--- src/rtl/rca_mul_seq.sv ---
// rca_mul_seq: multi-cycle unsigned shift-add multiplier built around a single
// ripple-carry adder (rca). Each RUN cycle performs one adder pass: it adds the
// multiplicand to the upper half of the partial product and then shifts the
// partial product right by one. A start/busy/done handshake delivers a 2N-bit
// product.
// Optional build macro: RCA_MUL_EARLY_TERM_EN. When this macro is defined, the
// sequence finishes early as soon as all remaining multiplier bits are zero.

// N-bit ripple-carry adder with no carry-in. The carry-out appears in s[N].
module rca #(
  parameter int N = 32
) (
  input  logic [N-1:0] a,
  input  logic [N-1:0] b,
  output logic [N:0]   s
);

  logic [N:0] c;

  assign c[0] = 1'b0;

  for (genvar i = 0; i < N; i++) begin : g_fa
    assign s[i]   = a[i] ^ b[i] ^ c[i];
    assign c[i+1] = (a[i] & b[i]) | (c[i] & (a[i] ^ b[i]));
  end

  assign s[N] = c[N];

endmodule

module rca_mul_seq #(
  parameter int N     = 32,
  parameter int CNT_W = 6
) (
  input  logic           clk,
  input  logic           rst,
  input  logic           start,
  input  logic [N-1:0]   a,
  input  logic [N-1:0]   b,
  output logic           busy,
  output logic           done,
  output logic [2*N-1:0] product
);

  typedef enum logic [1:0] {
    IDLE,
    RUN,
    DONE
  } state_t;

  localparam logic [CNT_W-1:0] LAST = CNT_W'(N - 1);

  state_t           state;
  logic [N-1:0]     mcand;
  logic [2*N-1:0]   p;
  logic [CNT_W-1:0] cnt;

  logic [N-1:0]     add_b;
  logic [N:0]       s;
  logic [2*N-1:0]   p_next;

  // Increment the iteration counter with plain gate logic. This keeps every
  // addition in this module off the '+' operator.
  function automatic logic [CNT_W-1:0] inc(input logic [CNT_W-1:0] v);
    logic carry;
    carry = 1'b1;
    for (int i = 0; i < CNT_W; i++) begin
      inc[i] = v[i] ^ carry;
      carry  = v[i] & carry;
    end
  endfunction

  // The multiplier LSB gates the multiplicand into the adder.
  assign add_b = p[0] ? mcand : '0;

  rca #(.N(N)) u_rca (
    .a (p[2*N-1:N]),
    .b (add_b),
    .s (s)
  );

  // The carry-out s[N] becomes the new MSB, so it is not lost when operands are near 2**N-1.
  assign p_next = {s, p[N-1:1]};

`ifdef RCA_MUL_EARLY_TERM_EN
  logic [N-1:0]   live_mask;
  logic           rest_zero;
  logic [3*N-1:0] et_wide;
  logic [2*N-1:0] et_product;

  // The low N-cnt bits of p are the multiplier bits that have not been processed yet.
  // Once they are all zero, shifting p right by N-cnt gives the final product.
  // That shift is computed as (p << cnt) >> N in a 3N-bit field.
  assign live_mask  = {N{1'b1}} >> cnt;
  assign rest_zero  = (p[N-1:0] & live_mask) == '0;
  assign et_wide    = {{N{1'b0}}, p} << cnt;
  assign et_product = et_wide[3*N-1:N];
`endif

  // Controller FSM: the datapath registers and the outputs are updated together.
  // NOTE: every register here uses <= so that all of them sample pre-edge values, as flops do.
  always_ff @(posedge clk) begin
    if (rst) begin
      state   <= IDLE;
      busy    <= 1'b0;
      done    <= 1'b0;
      product <= '0;
      cnt     <= '0;
      mcand   <= '0;
      p       <= '0;
    end else begin
      case (state)
        IDLE: begin
          done <= 1'b0;
          if (start) begin
            mcand <= a;
            p     <= {{N{1'b0}}, b};
            cnt   <= '0;
            busy  <= 1'b1;
            state <= RUN;
          end
        end
        RUN: begin
`ifdef RCA_MUL_EARLY_TERM_EN
          if (rest_zero) begin
            product <= et_product;
            done    <= 1'b1;
            state   <= DONE;
          end else
`endif
          begin
            p   <= p_next;
            cnt <= inc(cnt);
            if (cnt == LAST) begin
              product <= p_next;
              done    <= 1'b1;
              state   <= DONE;
            end
          end
        end
        DONE: begin
          done  <= 1'b0;
          busy  <= 1'b0;
          state <= IDLE;
        end
        default: begin
          done  <= 1'b0;
          busy  <= 1'b0;
          state <= IDLE;
        end
      endcase
    end
  end

endmodule

--- config.mk ---
export PLATFORM = sky130hd
export DESIGN_NAME = rca_mul_seq
export DESIGN_NICKNAME = d
export VERILOG_FILES = /design/src/rtl/rca_mul_seq.sv
export SDC_FILE = /design/constraint.sdc
export NUM_CORES = 1
export LEC_CHECK = 0
export ABC_CLOCK_PERIOD_IN_PS = 38000
export BUFFER_PORTS_ARGS = -buffer_cell sky130_fd_sc_hd__buf_2
export CAP_MARGIN = 30
export CORE_ASPECT_RATIO = 1.25
export CORE_MARGIN = 2
export CORE_UTILIZATION = 45
export CTS_CLUSTER_SIZE = 30
export DETAILED_ROUTE_END_ITERATION = 12
export PLACE_DENSITY_LB_ADDON = 0.05
export SYNTH_ARGS = -nofsm -noshare
export SYNTH_HDL_FRONTEND = slang
export SYNTH_SLANG_ARGS = --single-unit
--- constraint.sdc ---
create_clock -name clk -period 38 [get_ports clk]
set_clock_uncertainty 0.15 [all_clocks]
set_input_delay 3.8 -clock clk [delete_from_list [all_inputs] [get_ports clk]]
set_output_delay 3.8 -clock clk [all_outputs]
set_load 0.02 [all_outputs]
After elaboration in Yosys (flattened, before gate mapping)
Index checks and enable logic that the tools add are counted.
- logic and storage cells: 197
- register bits: 170
- output and inout port bits: 66
- input bits: 67
- mux-type cells: 10
- bitwise logic cells: 168
- reduce and logical (&&, ||, !) cells: 8
- equality and inequality tests: 4
- operator list (cell ; count):
    $pmux W64 S2 ; 1
    $xor A1 B1 Y1 ; 68
    $and A1 B1 Y1 ; 67
    $mux W64 ; 1
    $mux W32 ; 1
    $or A1 B1 Y1 ; 31
    $pmux W6 S2 ; 1
    $reduce_and A2 Y1 ; 5
    $eq A6 B5 Y1 const B ; 1
    $mux W6 ; 1
    $mux W2 ; 2
    $ne A2 B2 Y1 const B ; 2
    $pmux W2 S2 ; 1
    $eq A2 B1 Y1 const B ; 1
    $logic_not A2 Y1 ; 1
    $not A1 Y1 ; 2
    $pmux W1 S2 ; 1
    $reduce_bool A2 Y1 ; 1
    $reduce_or A2 Y1 ; 1
    $mux W1 ; 1

Longest topological paths before layout
Gate-level depths: netlist (run 1).
- depth in word-level cells: 65
- depth in mapped cells: 38
- mapped depth without buffers: 38

Hierarchy
A second synthesis (run 1) with hierarchy kept.
- cell total of the unflattened synthesis: 785
- area, all modules: 7623.6 um2
- modules (own cells, without submodules) (module ; cells each ; area an instance (um2) ; sequential area each (um2) ; instances):
    rca_mul_seq ; 743 ; 6952.9 ; 3403.3 ; 1
    rca ; 42 ; 670.6 ; 0.0 ; 1

Least setup slack after synthesis (run 1)
Ideal clock, no wire load.
- kind: reg2reg
- start point: reg p[0]
- end point: reg product[62]
- setup slack: 24.382 ns
- period minus slack after synthesis: 13.618 ns
- setup time: 0.123 ns
- path buffers: 1
- arrival: 13.344 ns
- cell stages (with the launch flop): 38
- required time: 37.727 ns
- cells stage by stage: dfxtp_1 > clkbuf_1 > nand2_1 > fa_1 > fa_1 > fa_1 > fa_1 > fa_1 > fa_1 > fa_1 > fa_1 > fa_1 > fa_1 > fa_1 > fa_1 > fa_1 > fa_1 > fa_1 > (+2 left out) > fa_1 > fa_1 > fa_1 > fa_1 > inv_1 > fa_1 > inv_1 > fa_1 > fa_1 > fa_1 > fa_1 > fa_1 > fa_1 > fa_1 > fa_1 > fa_1 > nor2_1 > mux2_1
- longest elaborated chain between the ends: 63
- elaborated cells on any way between the ends: 124
- classes of those cells: 1 x mux; 123 x bitwise
- ends and longest elaborated chain (element ; RTL line ; text):
    start: declaration ; 55 ; logic [2*N-1:0] p;
    start signal: assignment ; 117 ; p <= {{N{1'b0}}, b};
    start signal: assignment ; 132 ; p <= p_next;
    $mux W32 (*) ; 74 ; assign add_b = p[0] ? mcand : '0;
    $and A1 B1 Y1 or $xor A1 B1 Y1 (tied branches) ; 24 ; assign c[i+1] = (a[i] & b[i]) | (c[i] & (a[i] ^ b[i]));
    $and A1 B1 Y1 ; 24 ;
    $or A1 B1 Y1 ; 24 ;
    $and A1 B1 Y1 ; 24 ;
    $or A1 B1 Y1 ; 24 ;
    $and A1 B1 Y1 ; 24 ;
    $or A1 B1 Y1 ; 24 ;
    (+47 left out) ; -- ;
    $or A1 B1 Y1 ; 24 ;
    $and A1 B1 Y1 ; 24 ;
    $or A1 B1 Y1 ; 24 ;
    $and A1 B1 Y1 ; 24 ;
    $or A1 B1 Y1 ; 24 ;
    $and A1 B1 Y1 ; 24 ;
    $or A1 B1 Y1 ; 24 ;
    $xor A1 B1 Y1 (*) ; 23 ; assign s[i] = a[i] ^ b[i] ^ c[i];
    end signal: assignment ; 135 ; product <= p_next;
    end: declaration ; 42 ; output logic [2*N-1:0] product
Mark *: on every way between the ends. The rest lies on a longest branch, timed or not.
A chain may end at the register's enable or synchronous reset.

Worst setup path after layout (run 1)
Ends and elaborated chain as after synthesis.

==> flow_metrics.py, run 1 <==
metrics = {
    "synth": {
        "async_flop_share_pct": 0,
        "post-synth-top-count-cell": "dfxtp_1",
        "yosys-top-cells-area": "dfxtp_1 (45%), fa_1 (8.3%), nand2b_1 (5.7%)",
        "avgSynthCellArea_sq_um": 9.29,
        "ys.flop_type": "dfxtp_1",
        "synth_fp_nets": 912,
        "yosys.area_share.adder_pct": 9.09,
        "synth-simple-area-share_pct": 23.8,
        "yosysWarnings": 0,
        "syn_area_sq_um": 7510,
        "synth-xor-area-share_pct": 0,
        "synth_compound_area_share_pct": 6.76,
        "synth_cells": 809,
        "netlist_top_cells_count": "dfxtp_1 (170), nor2_1 (99), nand2_1 (95), nand2b_1 (68)",
        "ys_seq_area_share_pct": 45.3,
        "yosysTopAreaCell": "dfxtp_1",
        "ys_types": 31,
        "synth.area.mux_share_pct": 9.17,
        "synth_seq_cells": 170,
        "synth_top_cell_area_share_pct": 45.3,
        "synth_top_family_by_area": "simple AND/OR/NAND/NOR gates",
        "synth_edf_count": 0,
    },
    "sta": {
        "finalHoldViolCount": 0,
        "slew_violations": 0,
        "worstMarginPinSlew_ps": 699,
        "fmax_ghz": 0.0716,
        "layout_min_cycle_time_ps": 13970,
        "post-route-period-util_pct": 36.8,
        "slew_headroom_pct": 53.4,
        "worst_slack_ps": 24030,
        "rsz0062_at_grt": "no",
        "setup_viol": 0,
        "finalSetupTns_ps": 0,
    },
    "worst_setup_path": {
        "startpoint": "p[0]",
        "worst_setup_path_end_kind": "flop",
        "cp_slowest_cell": "fa_1",
        "critPathMaxFanout": 32,
        "critPathMostFrequentCell": "fa_1",
        "critPathBufInv": 3,
        "cpPeakStageDelay_ps": 520,
        "path_delay_family": "adder cells",
        "critPathLaunchType": "flop",
        "crit_type": "reg -> reg",
        "critical_path_required_ps": 38170,
        "rr_startpoint": "p[0]",
        "arrival_ps": 14140,
    },
    "power": {
        "p_switching_mw": 0.0997,
        "p_leak_nw": 3.44,
        "pwr-share-comb_pct": 8.4,
        "max-vdd-ir-drop_v": 0.0000289,
        "swShare_pct": 24.0,
        "power_density_nw_per_um2": 46.7,
        "pwr-share-clk_pct": 45.8,
        "p_seq_share_pct": 45.8,
        "intPower_mw": 0.316,
    },
    "route": {
        "first_pass_iters": 4,
        "viasPerCell": 4.99,
        "drc": 0,
        "routed_wl_mm": 16.2,
        "wire_per_inst_microns": 14.2,
        "via_count": 5683,
        "drt_iter0_drc": 315,
        "ant_nets": 0,
    },
    "clock_tree": {
        "clock-root-buffer": "clkbuf_16",
        "clockBufferDepth": 2,
        "cts.sinks": 170,
        "post_cts_buffers": 0,
        "cts_resized": 0,
        "postCtsHoldBufs": 0,
        "htree_num_levels": 4,
        "cts.clk_slew.worst_paths_ps": 70,
        "tritoncts": "done",
        "cts-buffers-inserted": 17,
        "clk_latency_ps": 430,
    },
    "placement": {
        "hpwl_mm": 11.0,
        "place_area_sq_um": 8240,
        "port_buffers": 132,
        "gp_congestion": 0.774,
        "pre_cts_slack_ps": 23960,
    },
    "hold_path": {
        "min_from": "mcand[28]",
        "holdCritPathClass": "reg -> reg",
    },
    "job": {
        "max_cap_viol_count": 0,
    },
    "global_routing": {
        "overflow": 0,
        "grt_start_max_net_pins": 80,
        "grt_pass1_wl_mm": 27.6,
        "antenna_found_initial": 0,
        "grt_usage_pct": 19.2,
        "first_global_vias": 5746,
    },
    "floorplanning": {
        "ioPinCount": 133,
        "num_rows": 52,
        "die_width_microns": 120,
        "core_area_sq_um": 16300,
        "dieArea_sq_um": 17800,
        "start_util_pct": 46.2,
        "die_y_microns": 148,
    },
    "final_layout": {
        "multiInputGateArea_sq_um": 3680,
        "design_area_sq_um": 8890,
        "final_layout_size_suffix_gt1_share_pct": 19.9,
        "area_delta_synth_final_pct": 18.3,
        "fillers": 1555,
        "layout.nets": 1013,
        "n_antenna_cell": 0,
        "seq_area_sq_um": 3400,
    },
    "outcome": {
        "outcome": "finished, final reports clean",
    },
}
worst paths after layout:
path                      end  slack, ps  cells past startpoint
hold reg to reg     mcand[28]        300                      2
setup reg to reg  product[62]      24030                     37
setup / recovery  product[62]      24030                     37
hold / removal      mcand[28]        300                      2
power groups by stage:
stage | Sequential [mW] | Clock, mW | Combinational, mW
2_1_floorplan | 0.193 | 0 | 0.0257
3_3_place_gp | 0.194 | 0 | 0.0347
3_5_place_dp | 0.194 | 0 | 0.0356
4_1_cts | 0.190 | 0.194 | 0.0356
5_1_grt | 0.191 | 0.201 | 0.0401
6_report | 0.190 | 0.190 | 0.0350
area by class of cell:
cell class,instances,share of cell area (%)
clock buffer,18,4.83
clock inverter,14,2.49
inverter,34,1.44
multi-input combinational,543,41.4
sequential,170,38.3
tap,216,3.04
timing repair buffer,144,8.47
cells in the final DEF (no fill, tap or decap), types with 2 or more instances in the layout:
master and instances:
buf_2 131, clkinvlp_4 3, bufinv_16 5, nand2_1 95, o2bb2ai_1 31, and2_1 2, nand2b_1 68, nor2_1 99
mux2i_1 34, clkinv_4 4, dfxtp_1 170, nor2b_1 31, mux2_1 27, a22o_1 5, buf_4 13, inv_1 34
a21oi_1 33, nor2b_2 2, clkbuf_16 17, nor4_1 32, ha_1 5, fa_1 31, mux2_2 4, nor3_1 34
per-stage QoR:
stage	instances	util, %	total power [mW]	hold WS (ps)
after global placement	1107	50.7	0.229	295
after floorplan	809	-	0.219	282
after CTS	1139	54.7	0.420	307
final	1139	54.7	0.415	304
after detailed placement	1107	50.7	0.230	297
after global routing	1139	54.7	0.433	323
registers in the layout, summed over array words and instances, names as in the netlist:
register,count
p,64
mcand,32
busy,1
state,2
done,1
cnt,6
product,64
worst min-delay path: cells and delay by family (launching register included):
kind / cells / cell delay [ps]
compound gates: 1 / 50
flops: 1 / 310
simple gates: 1 / 50
routing by layer:
| metal | share of wire [%] | track usage (%) | up-vias |
|---|---|---|---|
| li1 | - | - | 2849 |
| met1 | 47 | 25.2 | 2694 |
| met2 | 47 | 31.5 | 112 |
| met3 | 3.9 | 3.76 | 28 |
| met4 | 1.7 | 7.12 | 0 |
| met5 | 0 | 0 | - |
logic make-up (layout without fill, tap and decap cells):
logic type	Yosys count	after routing
compound gates	73	73
fa+ha+maj	36	36
buf+inv	96	210
flops	170	170
mux	65	65
simple gates	369	369
Note: power is estimated with default switching activity, not from simulation.
==> inputs of run 2 (changes only) <==
ABC_CLOCK_PERIOD_IN_PS = 12900   (was 38000)
clock period = 12.9 ns   (was 38 ns; I/O delays follow)
==> run 2 against run 1 <==
- fmax is 12% higher
- non-clock buffer count decreased by 1
- die area stayed put
- setup slack got worse by 24000 ps
- worst hold slack better by 1.3 ps
- cell count hardly changed
- wire length increased by 1.8%
- sequential share of layout area up 0.092 points
- register-to-register slack worse by 24000 ps
- critical endpoint unchanged
- largest cell class unchanged
- highest routed layer unchanged
==> flow_metrics.py, run 2 (synthesized netlist as in run 1, its figures left out) <==
metrics = {
    "worst_setup_path": {
        "critical_path_required_ps": 13050,
        "critPathMaxFanout": 2,
        "worst_setup_path_end_kind": "flop",
        "critPathMostFrequentCell": "fa_2",
        "crit_type": "reg -> reg",
        "critPathLaunchType": "flop",
        "cp_slowest_cell": "fa_1",
        "arrival_ps": 12660,
        "cpPeakStageDelay_ps": 510,
    },
    "sta": {
        "worstMarginPinSlew_ps": 918,
        "slew_headroom_pct": 38.8,
        "worst_slack_ps": 392,
        "finalHoldViolCount": 0,
        "setup_viol": 0,
        "post-route-period-util_pct": 97.0,
        "slew_violations": 0,
        "rsz0062_at_grt": "no",
        "fmax_ghz": 0.0799,
        "finalSetupTns_ps": 0,
        "layout_min_cycle_time_ps": 12510,
    },
    "power": {
        "power_density_nw_per_um2": 130,
        "p_switching_mw": 0.287,
        "pwr-share-clk_pct": 42.3,
        "p_seq_share_pct": 48.6,
        "p_leak_nw": 3.44,
        "intPower_mw": 0.866,
        "pwr-share-comb_pct": 9.0,
        "swShare_pct": 24.9,
        "max-vdd-ir-drop_v": 0.0000666,
    },
    "final_layout": {
        "design_area_sq_um": 8870,
        "multiInputGateArea_sq_um": 3750,
        "mostFrequentLayoutCells": "dfxtp_1 (170), buf_2 (131), nor2_1 (99)",
        "fillers": 1526,
        "seq_area_sq_um": 3400,
        "reg_top3": "p: 64 flops, product: 64 flops, mcand: 32 flops",
        "area_delta_synth_final_pct": 18.0,
        "final_common_cell": "dfxtp_1",
        "final_layout_size_suffix_gt1_share_pct": 22.9,
        "layout.nets": 1012,
        "n_antenna_cell": 0,
    },
    "global_routing": {
        "grt_start_max_net_pins": 101,
        "grt_pass1_wl_mm": 27.9,
        "overflow": 0,
        "grt_usage_pct": 19.3,
        "first_global_vias": 5727,
        "antenna_found_initial": 0,
    },
    "outcome": {
        "outcome": "finished, final reports clean",
    },
    "route": {
        "ant_nets": 0,
        "routed_wl_mm": 16.5,
        "drc": 0,
        "first_pass_iters": 4,
        "wire_per_inst_microns": 14.5,
        "viasPerCell": 4.96,
        "via_count": 5647,
        "drt_iter0_drc": 369,
    },
    "clock_tree": {
        "cts.clk_slew.worst_paths_ps": 60,
        "clockBufferDepth": 2,
        "clk_latency_ps": 420,
        "postCtsHoldBufs": 0,
        "cts.sinks": 170,
        "cts-buffers-inserted": 17,
        "clock-root-buffer": "clkbuf_16",
        "htree_num_levels": 4,
        "tritoncts": "done",
    },
    "floorplanning": {
        "ioPinCount": 133,
        "start_util_pct": 46.2,
        "dieArea_sq_um": 17800,
        "num_rows": 52,
        "die_y_microns": 148,
        "die_width_microns": 120,
        "core_area_sq_um": 16300,
    },
    "placement": {
        "place_area_sq_um": 8260,
        "hpwl_mm": 11.0,
        "gp_congestion": 0.789,
        "pre_cts_slack_ps": -385,
        "port_buffers": 132,
    },
    "job": {
        "max_cap_viol_count": 0,
    },
    "hold_path": {
        "holdCritPathClass": "reg -> reg",
    },
}
==> run 2: changes by cell type in the layout (fill, tap and decap cells not counted) <==
| cell | before | now |
|---|---|---|
| fa_1 | 31 | 3 |
| clkinv_2 | 1 | 5 |
| fa_2 | 0 | 28 |
| inv_6 | 1 | 0 |
| buf_4 | 13 | 12 |
| clkinvlp_4 | 3 | 2 |
| clkinv_4 | 4 | 3 |
| bufinv_16 | 5 | 1 |
| clkbuf_8 | 0 | 3 |
==> run 2: per-layer routing <==
layer | vias to the layer above | share of wire (%) | GRT usage (%)
li1 | 2852 | - | -
met1 | 2663 | 47 | 25.2
met2 | 120 | 48 | 32.6
met3 | 12 | 4.0 | 3.64
met4 | 0 | 0.86 | 5.47
met5 | - | 0 | 0
==> run 2: power by group through the flow <==
stage | sequential (mW) | clock [mW] | combinational, mW
detailed placement | 0.572 | 0 | 0.105
finish | 0.561 | 0.488 | 0.104
global route | 0.563 | 0.520 | 0.119
global placement | 0.572 | 0 | 0.103
floorplan | 0.569 | 0 | 0.0763
CTS | 0.561 | 0.501 | 0.106
==> run 2: layout make-up <==
cell class / instances / share of cell area, %
Clock buffer: 21 / 5.30
Clock inverter: 11 / 1.09
Inverter: 34 / 1.44
Multi-Input combinational cell: 543 / 42.3
Sequential cell: 170 / 38.4
Tap cell: 216 / 3.05
Timing Repair Buffer: 143 / 8.41
==> run 2: worst max-delay path: cells and delay by family, from the launching register on <==
kind                       cells  cell delay [ps]
buffers and inverters          3              200
muxes                          1              320
and+or+nand+nor                2              170
adders and majority gates     32            11200
DFF                            1              330
==> run 2: final timing paths <==
| check | startpoint | end | slack (ps) | depth (start not counted) |
|---|---|---|---|---|
| min reg2reg | mcand[15] | mcand[15] | 300 | 2 |
| max | p[0] | product[62] | 390 | 38 |
| max reg2reg | p[0] | product[62] | 390 | 38 |
| min | mcand[15] | mcand[15] | 300 | 2 |
==> run 2: per-stage QoR <==
stage | util (%) | hold slack [ps] | total power, mW | instances
finish | 54.5 | 305 | 1.15 | 1138
global route | 54.5 | 326 | 1.20 | 1138
CTS | 54.4 | 307 | 1.17 | 1138
detailed placement | 50.8 | 298 | 0.678 | 1106
global placement | 50.8 | 293 | 0.675 | 1106
floorplan | - | 282 | 0.645 | 809
==> run 2: what timing repair did <==
action                     in CTS  in global routing
pin swaps                       0                  5
setup buffers                   0                  0
setup endpoints to repair       5                  4
hold endpoints to repair        0                  0
resized for setup              10                  6
